[src/rtl/typedef_unpack.sv]
// typedef_unpack: takes one packed record of three FIELD_W-bit fields and
// streams the fields out most-significant first under valid/ready.
// Build option: define TYPEDEF_UNPACK_CHKSUM_EN to add the end-of-record field
// sum (SUM state + accumulator); otherwise sum_valid/sum_data are tied to 0.
// All outputs are registered; the *_next values are computed combinationally.
module typedef_unpack #(
  parameter int FIELD_W = 8
) (
  input  logic                 clk,
  input  logic                 rst,
  input  logic                 in_valid,
  output logic                 in_ready,
  input  logic [3*FIELD_W-1:0] in_data,
  output logic                 out_valid,
  input  logic                 out_ready,
  output logic [FIELD_W-1:0]   out_data,
  output logic [1:0]           out_idx,
  output logic                 out_last,
  output logic                 sum_valid,
  output logic [FIELD_W+1:0]   sum_data
);

  localparam int REC_W = 3 * FIELD_W;

`ifdef TYPEDEF_UNPACK_CHKSUM_EN
  typedef enum logic [1:0] {IDLE = 2'd0, EMIT = 2'd1, SUM = 2'd2} state_t;
`else
  typedef enum logic [1:0] {IDLE = 2'd0, EMIT = 2'd1} state_t;
`endif

  state_t state, state_next;

  // Remaining fields of the record, next field to emit in the top lane.
  logic [REC_W-1:0]   shreg, shreg_next;
  logic               in_ready_next, out_valid_next, out_last_next;
  logic [FIELD_W-1:0] out_data_next;
  logic [1:0]         out_idx_next;
  logic               accept, last_beat;

  assign accept    = (state == IDLE) && in_valid && in_ready;
  assign last_beat = (state == EMIT) && out_ready && (out_idx == 2'd0);

`ifdef TYPEDEF_UNPACK_CHKSUM_EN
  logic [FIELD_W+1:0] acc, acc_next;
  logic               sum_valid_next;
  logic [FIELD_W+1:0] sum_data_next;
`endif

  // State and registered outputs; reset drops any record in flight.
  always_ff @(posedge clk or posedge rst) begin
    if (rst) begin
      state     <= IDLE;
      shreg     <= '0;
      in_ready  <= 1'b0;
      out_valid <= 1'b0;
      out_data  <= '0;
      out_idx   <= 2'd0;
      out_last  <= 1'b0;
`ifdef TYPEDEF_UNPACK_CHKSUM_EN
      acc       <= '0;
      sum_valid <= 1'b0;
      sum_data  <= '0;
`endif
    end else begin
      state     <= state_next;
      shreg     <= shreg_next;
      in_ready  <= in_ready_next;
      out_valid <= out_valid_next;
      out_data  <= out_data_next;
      out_idx   <= out_idx_next;
      out_last  <= out_last_next;
`ifdef TYPEDEF_UNPACK_CHKSUM_EN
      acc       <= acc_next;
      sum_valid <= sum_valid_next;
      sum_data  <= sum_data_next;
`endif
    end
  end

  // Next-state: accept in IDLE, leave EMIT when the field-0 beat is taken.
  always_comb begin
    state_next = state;
    case (state)
      IDLE: if (accept) state_next = EMIT;
`ifdef TYPEDEF_UNPACK_CHKSUM_EN
      EMIT: if (last_beat) state_next = SUM;
      SUM:  state_next = IDLE;
`else
      EMIT: if (last_beat) state_next = IDLE;
`endif
      default: state_next = IDLE;
    endcase
  end

  // Output/datapath next values; everything holds unless a transfer happens.
  always_comb begin
    shreg_next     = shreg;
    in_ready_next  = in_ready;
    out_valid_next = out_valid;
    out_data_next  = out_data;
    out_idx_next   = out_idx;
    out_last_next  = out_last;
`ifdef TYPEDEF_UNPACK_CHKSUM_EN
    acc_next       = acc;
    sum_valid_next = 1'b0;
    sum_data_next  = sum_data;
`endif
    case (state)
      IDLE: begin
        if (accept) begin
          in_ready_next  = 1'b0;
          out_valid_next = 1'b1;
          out_data_next  = in_data[REC_W-1 -: FIELD_W];
          out_idx_next   = 2'd2;
          out_last_next  = 1'b0;
          shreg_next     = in_data << FIELD_W;
`ifdef TYPEDEF_UNPACK_CHKSUM_EN
          acc_next       = '0;
`endif
        end else begin
          // First IDLE cycle after reset or a record raises in_ready.
          in_ready_next = 1'b1;
        end
      end
      EMIT: begin
        if (out_ready) begin
`ifdef TYPEDEF_UNPACK_CHKSUM_EN
          acc_next = acc + {2'b00, out_data};
`endif
          if (out_idx != 2'd0) begin
            out_data_next = shreg[REC_W-1 -: FIELD_W];
            shreg_next    = shreg << FIELD_W;
            out_idx_next  = out_idx - 2'd1;
            out_last_next = (out_idx == 2'd1);
          end else begin
            out_valid_next = 1'b0;
            out_last_next  = 1'b0;
`ifdef TYPEDEF_UNPACK_CHKSUM_EN
            sum_valid_next = 1'b1;
            sum_data_next  = acc + {2'b00, out_data};
`else
            in_ready_next  = 1'b1;
`endif
          end
        end
      end
`ifdef TYPEDEF_UNPACK_CHKSUM_EN
      SUM: in_ready_next = 1'b1;
`endif
      default: ;
    endcase
  end

`ifndef TYPEDEF_UNPACK_CHKSUM_EN
  assign sum_valid = 1'b0;
  assign sum_data  = '0;
`endif

endmodule
[config.mk]
export PLATFORM = sky130hd
export DESIGN_NAME = typedef_unpack
export DESIGN_NICKNAME = d
export VERILOG_FILES = /design/src/rtl/typedef_unpack.sv
export SDC_FILE = /design/constraint.sdc
export NUM_CORES = 1
export LEC_CHECK = 0
export CORE_MARGIN = 2
export CORE_UTILIZATION = 25
export DETAILED_ROUTE_END_ITERATION = 16
export GPL_TIMING_DRIVEN = 0
export PLACE_DENSITY = 0.53
export SLEW_MARGIN = 10
export SYNTH_ARGS = -nofsm -noshare
export SYNTH_HDL_FRONTEND = slang
export SYNTH_SLANG_ARGS = --single-unit
[constraint.sdc]
create_clock -name clk -period 2.6 [get_ports clk]
set_input_delay 0.39 -clock clk [delete_from_list [all_inputs] [get_ports clk]]
set_output_delay 0.39 -clock clk [all_outputs]
set_load 0.03 [all_outputs]
==> results.cfg <==
[timing]
relSlewSlack_pct = 56.9
fin_worst_skew_ns = 0.00528
finalCritPeriodShare_pct = 69.6
setup_viol = 0
period_needed_ns = 1.81
worst_pin_slew_ns = 0.645
rsz0062_at_grt = false
hold_violations = 0
max_freq_mhz = 553
tns_ns = 0
layout_setup_ws_ns = 0.790
slew_viol_final = 0
holdWs_ns = 0.480

[drt]
wl_met3_um = 208
drt-initial-drc-count = 19
ant_nets = 0
routed_wl_um = 3370
via_count = 1066
wl_met1_um = 1560
first_pass_iters = 4
viasPerCell = 4.07
routedWlPerCell_um = 12.9
wl_met2_um = 1530
drc = 0
highest_layer = met4

[synth]
synth_area_um2 = 1520
syn_avg_cell_area_um2 = 11.8
synth_edf_count = 0
ys_warn_count = 0
synth_seq_cells = 30
synthCells = 129
synth-seq-area-share_pct = 49.3
synth_flop_cell = dfrtp_1
async_flop_share_pct = 100
synthDistinctLibCells = 22

[worst_setup_path]
path_max_fanout = 4
rr_endpoint = shreg[21]$_DFFE_PP0P_
path_buf_inv = 1
cp.arrival_ns = 1.42
reg2reg_from = out_idx[0]$_DFFE_PP0P_
slowest_delay_ns = 0.70
cp_slowest_cell = clkdlybuf4s50_1
cpLargestDelayFamily = buffers and inverters
r2r_cells = 6
path_cells = clkdlybuf4s50_1
start_kind = register
path_depth = 1
worstSetupStartpoint = in_ready$_DFFE_PP0P_
worstSetupPathType = reg2out
cp.required_ns = 2.21
cp-end-kind = output port
r2r_setup_slack_ns = 0.83

[global_route]
grt_usage_pct = 11.3
antenna_found_initial = 0
overflow = 0
grt_max_degree = 31
grt_pass1_wl_um = 5470
grt_pass1_vias = 1156

[clock_network]
cts-htree-levels = 2
cts_root_buf = clkbuf_8
cts_buffer_depth = 2
ctsHoldBuffers = 0
postCtsSetupBuffers = 0
clkLatencyLatePin_ns = 0.29
ctsResizeCount = 0
clock-sinks = 30
clk_pin_slew_ns = 0.07
cts_buffers = 5
cts_tree = done

[min_path]
hold_depth = 2
hold_start = out_valid$_DFFE_PP0P_
hold_path.class = reg2reg
hold_path_end = out_valid$_DFFE_PP0P_

[status]
status = completed

[placement]
port_buffers = 40
post-place-ws_ns = 0.627
place_area_um2 = 2050
routabilityCongestion = 0.744
place_hpwl_um = 2340

[final_layout]
drive_gt1_share_pct = 28.9
num_antenna_cells = 0
final_common_cell = clkdlybuf4s50_1
layout_common_cells = clkdlybuf4s50_1 (40), dfrtp_1 (30), mux2_2 (28)
fin_nets = 216
design_area_um2 = 2150
syn_to_final_growth_pct = 40.9

[die]
core-area_um2 = 5920
ios = 52
start_util_pct = 25.7
die_y_um = 82.0
rows = 28
dieArea_um2 = 6730
fp.dieW_um = 82.0

[power_and_ir_drop]
peakVddDrop_mv = 0.322
p_leak_nw = 1.04
power_density_nw_per_um2 = 894

[run]
cap_viol_max_count = 0
power breakdown:
group          leakage (nW)  internal [mW]  total [mW]  switching (mW)
Sequential            0.393          0.587       0.658          0.0715
Clock                0.0482          0.213       0.400           0.187
Combinational         0.598          0.416       0.859           0.444
Total                  1.04           1.22        1.92           0.702
Yosys cell counts, types with 2 or more instances:
| cell | count | area (um^2) |
|---|---|---|
| buf_4 | 11 | 82.6 |
| ha_1 | 2 | 25.0 |
| nor2b_1 | 2 | 12.5 |
| o31ai_1 | 8 | 60.1 |
| mux2_1 | 4 | 45.0 |
| o21ai_0 | 2 | 10.0 |
| clkbuf_1 | 2 | 7.51 |
| inv_1 | 11 | 41.3 |
| mux2_2 | 28 | 315 |
| nand2_1 | 5 | 18.8 |
| nand3_1 | 11 | 55.1 |
| buf_2 | 4 | 20.0 |
| dfrtp_1 | 30 | 751 |
worst max path at each step:
stage / to
final: in_ready
after global routing: shreg[20]$_DFFE_PP0P_
after CTS: in_ready
after detailed placement: out_data[0]$_DFFE_PP0P_
after global placement: shreg[20]$_DFFE_PP0P_
after floorplan: out_data[0]$_DFFE_PP0P_
stage by stage:
step	utilization, %	std cells	power [mW]
after floorplan	-	139	1.24
after global placement	34.7	254	1.53
after detailed placement	34.7	254	1.54
after CTS	36.2	262	1.95
after global routing	36.2	262	2.04
final	36.2	262	1.92
routing by layer:
metal	vias to the layer above	GRT usage, %
li1	532	-
met1	495	13.8
met2	32	18.0
met3	7	3.41
met4	0	5.50
met5	-	0
registers in the layout, indices dropped and copies added (netlist names):
register and flops:
shreg 16, out_data 8, out_valid 1, out_idx 2, in_ready 1, state 1
out_last 1
cell families (layout without fill, tap and decap cells):
family | count (synthesis) | after routing | share of synthesized area (%)
muxes | 32 | 32 | 23.7
buffers and inverters | 29 | 77 | 10.7
DFF | 30 | 30 | 49.3
adders and majority gates | 2 | 2 | 1.64
AOI/OAI and AO/OA | 13 | 13 | 5.83
and+or+nand+nor | 22 | 22 | 8.63
other | 1 | 11 | 0.246
final cells by class:
cell class                      instances  area, um^2
Clock inverter                          1        5.00
Buffer                                 18         121
Clock buffer                            7        86.3
Timing Repair Buffer                   40         400
Tap cell                               75        93.8
Fill cell                             602        3770
Sequential cell                        30         751
Multi-Input combinational cell         80         647
Inverter                               11        41.3
No activity file was read; power rests on OpenSTA's default activity.
